`config.mk`:
```
export PLATFORM = sky130hd
export DESIGN_NAME = intrusion_scheduler
export DESIGN_NICKNAME = d
export VERILOG_FILES = /design/src/rtl/intrusion_scheduler_pkg.sv /design/src/rtl/intrusion_scheduler_sev_rr_arbiter.sv /design/src/rtl/intrusion_scheduler.sv
export SDC_FILE = /design/constraint.sdc
export NUM_CORES = 1
export LEC_CHECK = 0
export CAP_MARGIN = 20
export CORE_UTILIZATION = 59
export CTS_CLUSTER_DIAMETER = 200
export DETAILED_ROUTE_END_ITERATION = 10
export MAX_ROUTING_LAYER = met4
export PLACE_DENSITY_LB_ADDON = 0.12
export SETUP_SLACK_MARGIN = 0.3
export SLEW_MARGIN = 15
export SYNTH_ARGS = -nofsm -noshare
export SYNTH_HDL_FRONTEND = slang
export SYNTH_SLANG_ARGS = --single-unit
```
`constraint.sdc`:
```
create_clock -name clk -period 19.8 [get_ports clk]
set_input_delay 2.97 -clock clk [delete_from_list [all_inputs] [get_ports clk]]
set_output_delay 2.97 -clock clk [all_outputs]
set_load 0.01 [all_outputs]
```
`src/rtl/intrusion_scheduler_pkg.sv`:
```
// Shared constants and types for the NoC intrusion response scheduler.
package sc_pkg;

    localparam int N_ROUTERS = 16;
    localparam int ID_W      = $clog2(N_ROUTERS);

    typedef logic [1:0] sev_t;

    localparam sev_t SEV_NONE = 2'b00;
    localparam sev_t SEV_LOW  = 2'b01;
    localparam sev_t SEV_MED  = 2'b10;
    localparam sev_t SEV_HIGH = 2'b11;

    typedef enum logic [1:0] {
        IDLE  = 2'd0,
        ISSUE = 2'd1,
        GUARD = 2'd2
    } state_t;

    function automatic sev_t sev_max(input sev_t a, input sev_t b);
        return (a > b) ? a : b;
    endfunction

endpackage

```
`src/rtl/intrusion_scheduler_sev_rr_arbiter.sv`:
```
// Combinational picker: highest pending severity, round-robin from rr_ptr among ties.
module sev_rr_arbiter
    import sc_pkg::*;
(
    input  sev_t [N_ROUTERS-1:0] pending_sev,
    input  logic [ID_W-1:0]      rr_ptr,
    output logic                 sel_valid,
    output logic [ID_W-1:0]      sel_id,
    output sev_t                 sel_sev
);

    sev_t                 max_sev;
    logic [N_ROUTERS-1:0] match;
    logic [ID_W:0]        idx_wide;

    always_comb begin
        max_sev = SEV_NONE;
        for (int i = 0; i < N_ROUTERS; i++) begin
            if (pending_sev[i] > max_sev) begin
                max_sev = pending_sev[i];
            end
        end
    end

    genvar gi;
    generate
        for (gi = 0; gi < N_ROUTERS; gi++) begin : g_match
            assign match[gi] = (max_sev != SEV_NONE) && (pending_sev[gi] == max_sev);
        end
    endgenerate

    // Scan offsets from the far end down so the nearest match at or after rr_ptr wins.
    always_comb begin
        sel_id   = '0;
        idx_wide = '0;
        for (int k = N_ROUTERS - 1; k >= 0; k--) begin
            idx_wide = {1'b0, rr_ptr} + (ID_W+1)'(k);
            if (idx_wide >= (ID_W+1)'(N_ROUTERS)) begin
                idx_wide = idx_wide - (ID_W+1)'(N_ROUTERS);
            end
            if (match[idx_wide[ID_W-1:0]]) begin
                sel_id = idx_wide[ID_W-1:0];
            end
        end
    end

    assign sel_valid = |match;
    assign sel_sev   = max_sev;

endmodule

```
`src/rtl/intrusion_scheduler.sv`:
```
// Collects router intrusion codes, issues one quarantine request at a time and
// holds per-router isolate bits until software releases them.
module intrusion_scheduler
    import sc_pkg::*;
#(
    parameter int GUARD_CYCLES = 4,
    parameter int CNT_W        = 16
) (
    input  logic                   clk,
    input  logic                   rst,
    input  logic [2*N_ROUTERS-1:0] intrusion,
    input  logic [N_ROUTERS-1:0]   release_req,
    output logic                   resp_valid,
    output logic [ID_W-1:0]        resp_id,
    output sev_t                   resp_sev,
    input  logic                   resp_ready,
    output logic [N_ROUTERS-1:0]   isolate,
    output logic                   alarm,
    output logic [CNT_W-1:0]       event_count
);

    localparam int GUARD_W = 4;

    state_t               state_reg;
    sev_t [N_ROUTERS-1:0] pending_sev_reg;
    sev_t [N_ROUTERS-1:0] pending_sev_next;
    logic [N_ROUTERS-1:0] isolate_reg;
    logic [N_ROUTERS-1:0] isolate_next;
    logic [ID_W-1:0]      rr_ptr_reg;
    logic [ID_W-1:0]      resp_id_reg;
    sev_t                 resp_sev_reg;
    logic [GUARD_W-1:0]   guard_cnt_reg;
    logic [CNT_W-1:0]     event_count_reg;

    logic                 sel_valid;
    logic [ID_W-1:0]      sel_id;
    sev_t                 sel_sev;
    logic                 take;
    logic                 handshake;

    sev_rr_arbiter u_arbiter (
        .pending_sev (pending_sev_reg),
        .rr_ptr      (rr_ptr_reg),
        .sel_valid   (sel_valid),
        .sel_id      (sel_id),
        .sel_sev     (sel_sev)
    );

    assign take      = (state_reg == IDLE) && sel_valid;
    assign handshake = (state_reg == ISSUE) && resp_ready;

    // Pending is also cleared on the handshake edge so a re-armed router cannot be
    // picked again in the idle cycle that follows when there is no guard time.
    genvar gi;
    generate
        for (gi = 0; gi < N_ROUTERS; gi++) begin : g_router
            logic hit_sel;
            logic hit_resp;
            assign hit_sel  = take && (sel_id == ID_W'(gi));
            assign hit_resp = handshake && (resp_id_reg == ID_W'(gi));

            assign pending_sev_next[gi] =
                (release_req[gi] || isolate_reg[gi] || hit_sel || hit_resp) ? SEV_NONE :
                sev_max(pending_sev_reg[gi], intrusion[2*gi +: 2]);

            assign isolate_next[gi] = hit_resp || (isolate_reg[gi] && !release_req[gi]);
        end
    endgenerate

    always_ff @(posedge clk or negedge rst) begin
        if (!rst) begin
            state_reg       <= IDLE;
            pending_sev_reg <= '0;
            isolate_reg     <= '0;
            rr_ptr_reg      <= '0;
            resp_id_reg     <= '0;
            resp_sev_reg    <= SEV_NONE;
            guard_cnt_reg   <= '0;
            event_count_reg <= '0;
        end else begin
            pending_sev_reg <= pending_sev_next;
            isolate_reg     <= isolate_next;
            case (state_reg)
                IDLE: begin
                    if (sel_valid) begin
                        resp_id_reg  <= sel_id;
                        resp_sev_reg <= sel_sev;
                        state_reg    <= ISSUE;
                    end
                end
                ISSUE: begin
                    if (resp_ready) begin
                        rr_ptr_reg <= (resp_id_reg == ID_W'(N_ROUTERS - 1)) ? '0
                                                                           : resp_id_reg + 1'b1;
                        if (event_count_reg != {CNT_W{1'b1}}) begin
                            event_count_reg <= event_count_reg + 1'b1;
                        end
                        guard_cnt_reg <= GUARD_W'(GUARD_CYCLES);
                        state_reg     <= (GUARD_CYCLES == 0) ? IDLE : GUARD;
                    end
                end
                GUARD: begin
                    if (guard_cnt_reg <= GUARD_W'(1)) begin
                        guard_cnt_reg <= '0;
                        state_reg     <= IDLE;
                    end else begin
                        guard_cnt_reg <= guard_cnt_reg - 1'b1;
                    end
                end
                default: state_reg <= IDLE;
            endcase
        end
    end

    assign resp_valid  = (state_reg == ISSUE);
    assign resp_id     = resp_id_reg;
    assign resp_sev    = resp_sev_reg;
    assign isolate     = isolate_reg;
    assign alarm       = |isolate_reg;
    assign event_count = event_count_reg;

endmodule

```
# After elaboration in Yosys (flattened, before gate mapping)

Cells that the tools add are included.

$add $sub $neg: 34
Magnitude comparators: 65
Eq/ne operators: 68
Multiplexer cells: 120
Reduce and logical (&&, ||, !) cells: 158

Operators by type and width:

| operator                | number |
|---|---|
| $mux W4                 | 35 |
| $mux W2                 | 51 |
| $lt A4 B5 Y1 const B    | 16 |
| $ge A5 B5 Y1 const B    | 15 |
| $sub A4 B1 Y4 const B   | 17 |
| $logic_and A1 B1 Y1     | 66 |
| $bmux W1 S4             | 16 |
| $eq A4 B4 Y1 const B    | 16 |
| $logic_or A1 B1 Y1      | 64 |
| $gt A2 B2 Y1            | 31 |
| $add A4 B4 Y5 const B   | 8 |
| $ne A2 B2 Y1 const B    | 18 |
| $eq A2 B2 Y1            | 16 |
| $eq A4 B3 Y1 const B    | 8 |
| $reduce_or A16 Y1       | 2 |
| $add A4 B3 Y5 const B   | 4 |
| $add A16 B1 Y16 const B | 1 |
| $eq A4 B2 Y1 const B    | 4 |
| $logic_not A1 Y1        | 16 |
| $mux W1                 | 16 |
| $ne A16 B16 Y1 const B  | 1 |
| $add A4 B2 Y5 const B   | 2 |
| $eq A4 B1 Y1 const B    | 2 |
| $logic_not A4 Y1        | 2 |
| 14 further kinds        | 18 |

Register bits: 80
Output and inout bits: 40

# Depth between registers and ports, before layout

Gate-level depths: netlist of run 1.

Word-level depth: 57
Gate-level depth with buffers: 92
Mapped depth without buffers: 88

# Hierarchy

From an unflattened synthesis of run 1, not the netlist that was laid out.

Cells, all modules: 1072
Area total of the unflattened synthesis: 8922.3 um^2

Modules (own cells, without submodules):

| module              | times used | cells each | area an instance (um^2) | sequential area each (um^2) |
|---|---|---|---|---|
| intrusion_scheduler | 1          | 470        | 4616.9                  | 2001.9 |
| sev_rr_arbiter      | 1          | 602        | 4305.4                  | 0.0 |

# Least setup slack after synthesis of run 1

Ideal clock, no wire load.

Kind: register to register
Start point: reg pending_sev_reg[3] in the netlist's numbering
End point: reg pending_sev_reg[2] in the netlist's numbering
Arrival: 15.744 ns
Data required time: 19.654 ns
Path slack: 3.910 ns
Stages on the path, launching flop included: 85
Clock period less this slack: 15.890 ns
Cell sequence: dfrtp_1 > inv_1 > ha_1 > nand2b_1 > a21o_1 > and2_1 > ha_1 > nand2b_1 > and3_1 > a31oi_4 > inv_1 > ha_1 > nand2b_1 > nand3_1 > a21boi_0 > ha_1 > inv_1 > o22ai_1 > [... 49 more ...] > mux2_2 > a21oi_1 > ha_1 > nor2_1 > o22ai_1 > mux2_2 > nand2_1 > o21a_1 > buf_4 > mux2_4 > a221o_1 > o21a_1 > mux4_2 > a311o_1 > a2111o_1 > o211a_2 > nor4_4 > a211oi_1

Longest elaborated chain between the ends: 55
Elaborated cells between the ends (all ways): 120

Ends and longest elaborated chain:

| item                                              | RTL line                                 | source |
|---|---|---|
| start: declaration                                | intrusion_scheduler.sv:25                | `sev_t [N_ROUTERS-1:0] pending_sev_reg;` |
| start signal: assignment                          | intrusion_scheduler.sv:81                | `pending_sev_reg <= pending_sev_next;` |
| $gt A2 B2 Y1                                      | intrusion_scheduler_sev_rr_arbiter.sv:19 | `if (pending_sev[i] > max_sev) begin` |
| $mux W2                                           | intrusion_scheduler_sev_rr_arbiter.sv:19 |  |
| $gt A2 B2 Y1                                      | intrusion_scheduler_sev_rr_arbiter.sv:19 |  |
| $mux W2                                           | intrusion_scheduler_sev_rr_arbiter.sv:19 |  |
| $gt A2 B2 Y1                                      | intrusion_scheduler_sev_rr_arbiter.sv:19 |  |
| $mux W2                                           | intrusion_scheduler_sev_rr_arbiter.sv:19 |  |
| $gt A2 B2 Y1                                      | intrusion_scheduler_sev_rr_arbiter.sv:19 |  |
| $mux W2                                           | intrusion_scheduler_sev_rr_arbiter.sv:19 |  |
| [... 23 more ...]                                 | -                                        |  |
| $logic_and A1 B1 Y1                               | intrusion_scheduler_sev_rr_arbiter.sv:28 | `assign match[gi] = (max_sev != SEV_NONE) && (pending_sev[gi] == max_sev);` |
| $bmux W1 S4                                       | intrusion_scheduler_sev_rr_arbiter.sv:41 | `if (match[idx_wide[ID_W-1:0]]) begin` |
| $mux W1 (not written as such)                     | intrusion_scheduler_sev_rr_arbiter.sv:41 |  |
| $mux W4 (16 in a row)                             | intrusion_scheduler_sev_rr_arbiter.sv:41 |  |
| $eq A4 B1 Y1                                      | intrusion_scheduler.sv:59                | `assign hit_sel = take && (sel_id == ID_W'(gi));` |
| $logic_and A1 B1 Y1                               | intrusion_scheduler.sv:59                |  |
| $logic_or A1 B1 Y1 (2 in a row)                   | intrusion_scheduler.sv:63                | `(release_req[gi] \|\| isolate_reg[gi] \|\| hit_sel \|\| hit_resp) ? SEV_NONE :` |
| $ne A2 B2 Y1 (no line) or $mux W2 (tied branches) | -                                        |  |

Several ways; a longest one is shown, not always the timed one. The select of a mux whose other input is x is not followed.
A chain may end at the register's enable or synchronous reset.

# Worst setup path after layout of run 1

Start point: reg pending_sev_reg[3] in the netlist's numbering
End point: reg pending_sev_reg[11] in the netlist's numbering

Longest elaborated chain between the ends: 55
Elaborated cells between the ends (all ways): 119

Ends and longest elaborated chain:

| item                                              | RTL line |
|---|---|
| $gt A2 B2 Y1                                      | intrusion_scheduler_sev_rr_arbiter.sv:19 |
| $mux W2                                           | intrusion_scheduler_sev_rr_arbiter.sv:19 |
| $gt A2 B2 Y1                                      | intrusion_scheduler_sev_rr_arbiter.sv:19 |
| $mux W2                                           | intrusion_scheduler_sev_rr_arbiter.sv:19 |
| $gt A2 B2 Y1                                      | intrusion_scheduler_sev_rr_arbiter.sv:19 |
| $mux W2                                           | intrusion_scheduler_sev_rr_arbiter.sv:19 |
| $gt A2 B2 Y1                                      | intrusion_scheduler_sev_rr_arbiter.sv:19 |
| $mux W2                                           | intrusion_scheduler_sev_rr_arbiter.sv:19 |
| [... 23 more ...]                                 | - |
| $logic_and A1 B1 Y1                               | intrusion_scheduler_sev_rr_arbiter.sv:28 |
| $bmux W1 S4                                       | intrusion_scheduler_sev_rr_arbiter.sv:41 |
| $mux W1 (not written as such)                     | intrusion_scheduler_sev_rr_arbiter.sv:41 |
| $mux W4 (16 in a row)                             | intrusion_scheduler_sev_rr_arbiter.sv:41 |
| $eq A4 B3 Y1                                      | intrusion_scheduler.sv:59 |
| $logic_and A1 B1 Y1 (*)                           | intrusion_scheduler.sv:59 |
| $logic_or A1 B1 Y1 (*) (2 in a row)               | intrusion_scheduler.sv:63 |
| $ne A2 B2 Y1 (no line) or $mux W2 (tied branches) | - |

Mark *: on every way between the ends. The rest lies on a longest branch, timed or not. The select of a mux whose other input is x is not followed.

==> impl_summary.md, run 1 <==
Drt
Dividing the detail-routed via count by the number of cells gives ~6.4. The pre-antenna-repair detailed-routing pass consisted of 8 iterations. In the final routed layout, each cell accounts on average for just under 20 um. The violation count after the first detailed-routing iteration is approximately 1,000. The vias after detailed routing is between 9,000 and 10,000.

The residual antenna-violating net count after detailed routing is 0. After detailed routing, the total wire length is 28.3 mm. In the routed design, unresolved DRC markers number 0.

Yosys
The average footprint of a synthesized cell is between 7 and 8 um^2. Counting every net in the synthesized netlist gives around 1,300. The share of async-settable or async-resettable flops after synthesis is between 90% and 100%.

The share of synthesized area in the top cell type comes to between 20 and 25%. The synthesis-stage register bit count is 80. The cell taking the most area after synthesis is sky130_fd_sc_hd__dfrtp_1. The post-synthesis cell area is around 0.0092 mm^2.

The netlist uses 89 different library cells. The count of warnings emitted by yosys is 0. The number of enable flip-flop cells after synthesis is 0. The synthesized instance count is ~1,200.

By area the synthesized netlist is led by sky130_fd_sc_hd__dfrtp_1 (22%), sky130_fd_sc_hd__ha_1 (12%), sky130_fd_sc_hd__nand2_1 (5.4%). The sequential share of the synthesized area is around 22%. The prevailing post-synth register cell is sky130_fd_sc_hd__dfrtp_1.

Cells and area
From synthesis to final layout, the design area changed by 17.3%. In the layout the commonest cells are sky130_fd_sc_hd__nand2_1 (133), sky130_fd_sc_hd__nor2_1 (118), sky130_fd_sc_hd__inv_1 (96). At the end of the flow the core is filled with cells to roughly 71%. The most common cell after layout, fill and taps aside is sky130_fd_sc_hd__nand2_1. The number of nets in the final layout is between 1,000 and 1,500. The count of inserted antenna diode cells is 0. The final non-filler cell area is ~0.011 mm^2. The share of final-layout standard cells stronger than drive strength 1 is 8.90%. The flip-flop count of the largest register after layout is 32.

Clock network
The clock reaches the later pin of the worst-skew pair after about 350 ps. TritonCTS built the clock tree. The H-tree was split into 3 levels. In this run, CTS created clock tree buffers numbering 9. No sink is reached through more buffers than the 2 on the longest clock path.

The sink count of the clock tree is 80. The tree is rooted in a sky130_fd_sc_hd__clkbuf_16. The number of hold-repair buffers added at the cts stage is 0. Clock-pin slew was measured on the worst setup and hold paths at approximately 60 ps.

Setup path
The critical path starts at pending_sev_reg[3]. The worst register-to-register path begins at pending_sev_reg[3]. In this design, the critical path's most frequently occurring cell is sky130_fd_sc_hd__ha_1. The critical path in this run is classified as reg -> reg. The worst setup path is launched from a flop.

The logic depth of the worst register-to-register path is 83. Of all nets on the critical path, the largest fanout is 17. At the worst endpoint, the arrival time is about 19,000 ps. The required time at the endpoint of the critical path is between 20,000 and 25,000 ps. In this design, the stage delay of the slowest critical-path cell is 610 ps. The slowest cell on the critical path is sky130_fd_sc_hd__mux4_2.

Across all register-to-register paths, the minimum setup slack is 1410 ps. The worst setup path is captured at a flop.

Global route
The via count of the first global-routing pass is between 8,000 and 9,000. The sum of overflow across all layers after global routing is 0. The most crowded layer after global routing is met2. Entering global routing, the biggest net connects between 70 and 80 pins.

The wire length of the first global-routing pass is approximately 45 mm. The global routing usage on met1 is between 40 and 50%. Global routing used 36.3% of the available tracks. Global routing consumed, on the met2 layer, around 55% of the routing resources. The global routing met3 resource utilization is under 10%.

The number of antenna violations at the first check in global routing is 0.

Timing
At the pin with the least slew margin, the transition time is 924 ps. For the final database, setup skew stands at between 8 and 9 ps. Setup total negative slack on the finished layout was measured at 0 ps. Setup violations remaining at the end of the flow were counted as 0. Setup repair after global routing left no endpoint under its margin. After layout, the worst path uses 92.9% of the clock period. The relative slew slack is between 30% and 40%. The number of max-slew violations in the final report came to 0. The smallest clock period supported by the final layout is computed as 18,390 ps.

The number of failing hold endpoints at the final stage came to 0. The fmax is between 50 and 60 MHz.

Die
Once the floorplan was initialized, standard cells occupied between 60% and 70% of the core. The floorplan step defined a die boundary enclosing 0.0161 mm^2. 91 I/O pins were placed. The total area inside the core boundary comes to approximately 0.015 mm^2. The die is around 130 um tall. The standard-cell row count is between 40 and 50. The overall die width is around 130 um.

Hold path
In this run the worst hold path is classified as reg -> reg. The hold-critical path depth is 1. The start point of the worst min-delay path is event_count[6].

Place
The post-DP HPWL is approximately 22 mm. The final estimated routing congestion in global placement is 1.01. The quantity of I/O buffers inserted on ports is 90. The post-placement cell area is about 0.010 mm^2.

Outcome
The flow ran to the end, and the final reports show no timing, DRC or antenna violations.

Flow run
Max-cap violations in this run came to 0.
-- final cells by class --
type / count / area (um^2)
inverters: 98 / 368
repair buffers: 112 / 1100
well taps: 211 / 264
flip-flops and latches: 80 / 2000
clock buffers: 9 / 225
fillers: 1237 / 4440
multi-input cells: 952 / 6780
clock inverters: 7 / 78.8
-- layer usage --
metal	up-vias	routed length, um
li1	4448	-
met1	4388	12000
met2	525	12400
met3	105	2590
met4	0	1220
met5	-	0
-- worst max-delay path: cells and delay by family (launching register included) --
kind                     cells  cell delay [ps]
multiplexers                 8             3100
adder cells (fa/ha/maj)     15             3720
AO/OA/AOI/OAI               28             6970
buffers and inverters       11              700
AND/OR/NAND/NOR             21             3330
flip-flops                   1              410
-- cell usage after synthesis, types with 6 or more instances --
cell type,n
sky130_fd_sc_hd__o22ai_1,21
sky130_fd_sc_hd__o21bai_1,8
sky130_fd_sc_hd__nand2b_1,8
sky130_fd_sc_hd__o211ai_1,9
sky130_fd_sc_hd__a21o_1,8
sky130_fd_sc_hd__ha_1,92
sky130_fd_sc_hd__nor3_1,20
sky130_fd_sc_hd__mux4_2,16
sky130_fd_sc_hd__nand3_1,45
sky130_fd_sc_hd__nor2b_1,21
sky130_fd_sc_hd__a21oi_1,71
sky130_fd_sc_hd__buf_1,6
sky130_fd_sc_hd__xor2_1,19
sky130_fd_sc_hd__xnor2_1,26
sky130_fd_sc_hd__nand4_1,14
sky130_fd_sc_hd__mux2_2,13
sky130_fd_sc_hd__clkbuf_1,30
sky130_fd_sc_hd__mux2i_1,24
sky130_fd_sc_hd__a22o_1,7
sky130_fd_sc_hd__o21a_1,10
sky130_fd_sc_hd__o21ai_0,69
sky130_fd_sc_hd__o221ai_1,6
sky130_fd_sc_hd__nor4_1,7
sky130_fd_sc_hd__and3_1,9
sky130_fd_sc_hd__inv_1,96
sky130_fd_sc_hd__a22oi_1,11
sky130_fd_sc_hd__a211oi_1,38
sky130_fd_sc_hd__a31oi_1,9
sky130_fd_sc_hd__nand2_1,133
sky130_fd_sc_hd__a31o_2,6
sky130_fd_sc_hd__dfrtp_1,80
sky130_fd_sc_hd__and2_1,10
sky130_fd_sc_hd__nor2_1,118
-- stage by stage --
stage | hold WS, ps | worst slack (ps) | instances
after CTS | 501 | 1110 | 1455
after global placement | 483 | 1900 | 1439
after floorplan | 473 | 3910 | 1170
final | 497 | 1410 | 1469
after global routing | 526 | 255 | 1469
after detailed placement | 485 | 1240 | 1439
-- path summary, 6_finish.rpt --
check / to
max: pending_sev_reg[11]
min: event_count[6]
max reg2reg: pending_sev_reg[11]
min reg2reg: event_count[6]
max in group asynchronous: pending_sev_reg[21]
min in group asynchronous: pending_sev_reg[30]
-- kinds of logic (layout without fill, tap and decap cells) --
family                     count (synthesis)  after routing  share of synthesized area (%)
DFF                                       80             80                           21.7
adders and majority gates                 92             92                           12.5
muxes                                     55             55                           8.41
xor gates and xnor gates                  45             45                           4.27
and+or+nand+nor                          411            411                           20.7
AOI/OAI and AO/OA                        348            349                           26.4
buffers and inverters                    139            226                           6.02
-- timing repair --
item,4_1_cts,5_1_grt
setup endpoints to repair,0,34
gates resized for setup,0,18
setup buffers,0,13
Power of run 1 is not shown: default switching activity piles up to over one toggle a cycle in this logic, so the estimate is an artifact.
==> inputs of run 2 (changes only) <==
--- a/config.mk
+++ b/config.mk
@@ -8,6 +8,7 @@
 export CAP_MARGIN = 20
 export CORE_UTILIZATION = 59
 export CTS_CLUSTER_DIAMETER = 200
+export CTS_CLUSTER_SIZE = 30
 export DETAILED_ROUTE_END_ITERATION = 10
 export MAX_ROUTING_LAYER = met4
 export PLACE_DENSITY_LB_ADDON = 0.12
==> results of run 2 <==
No change in the layout: final DEF, timing and power equal those of run 1.
Power of run 2 is left out for the same reason.
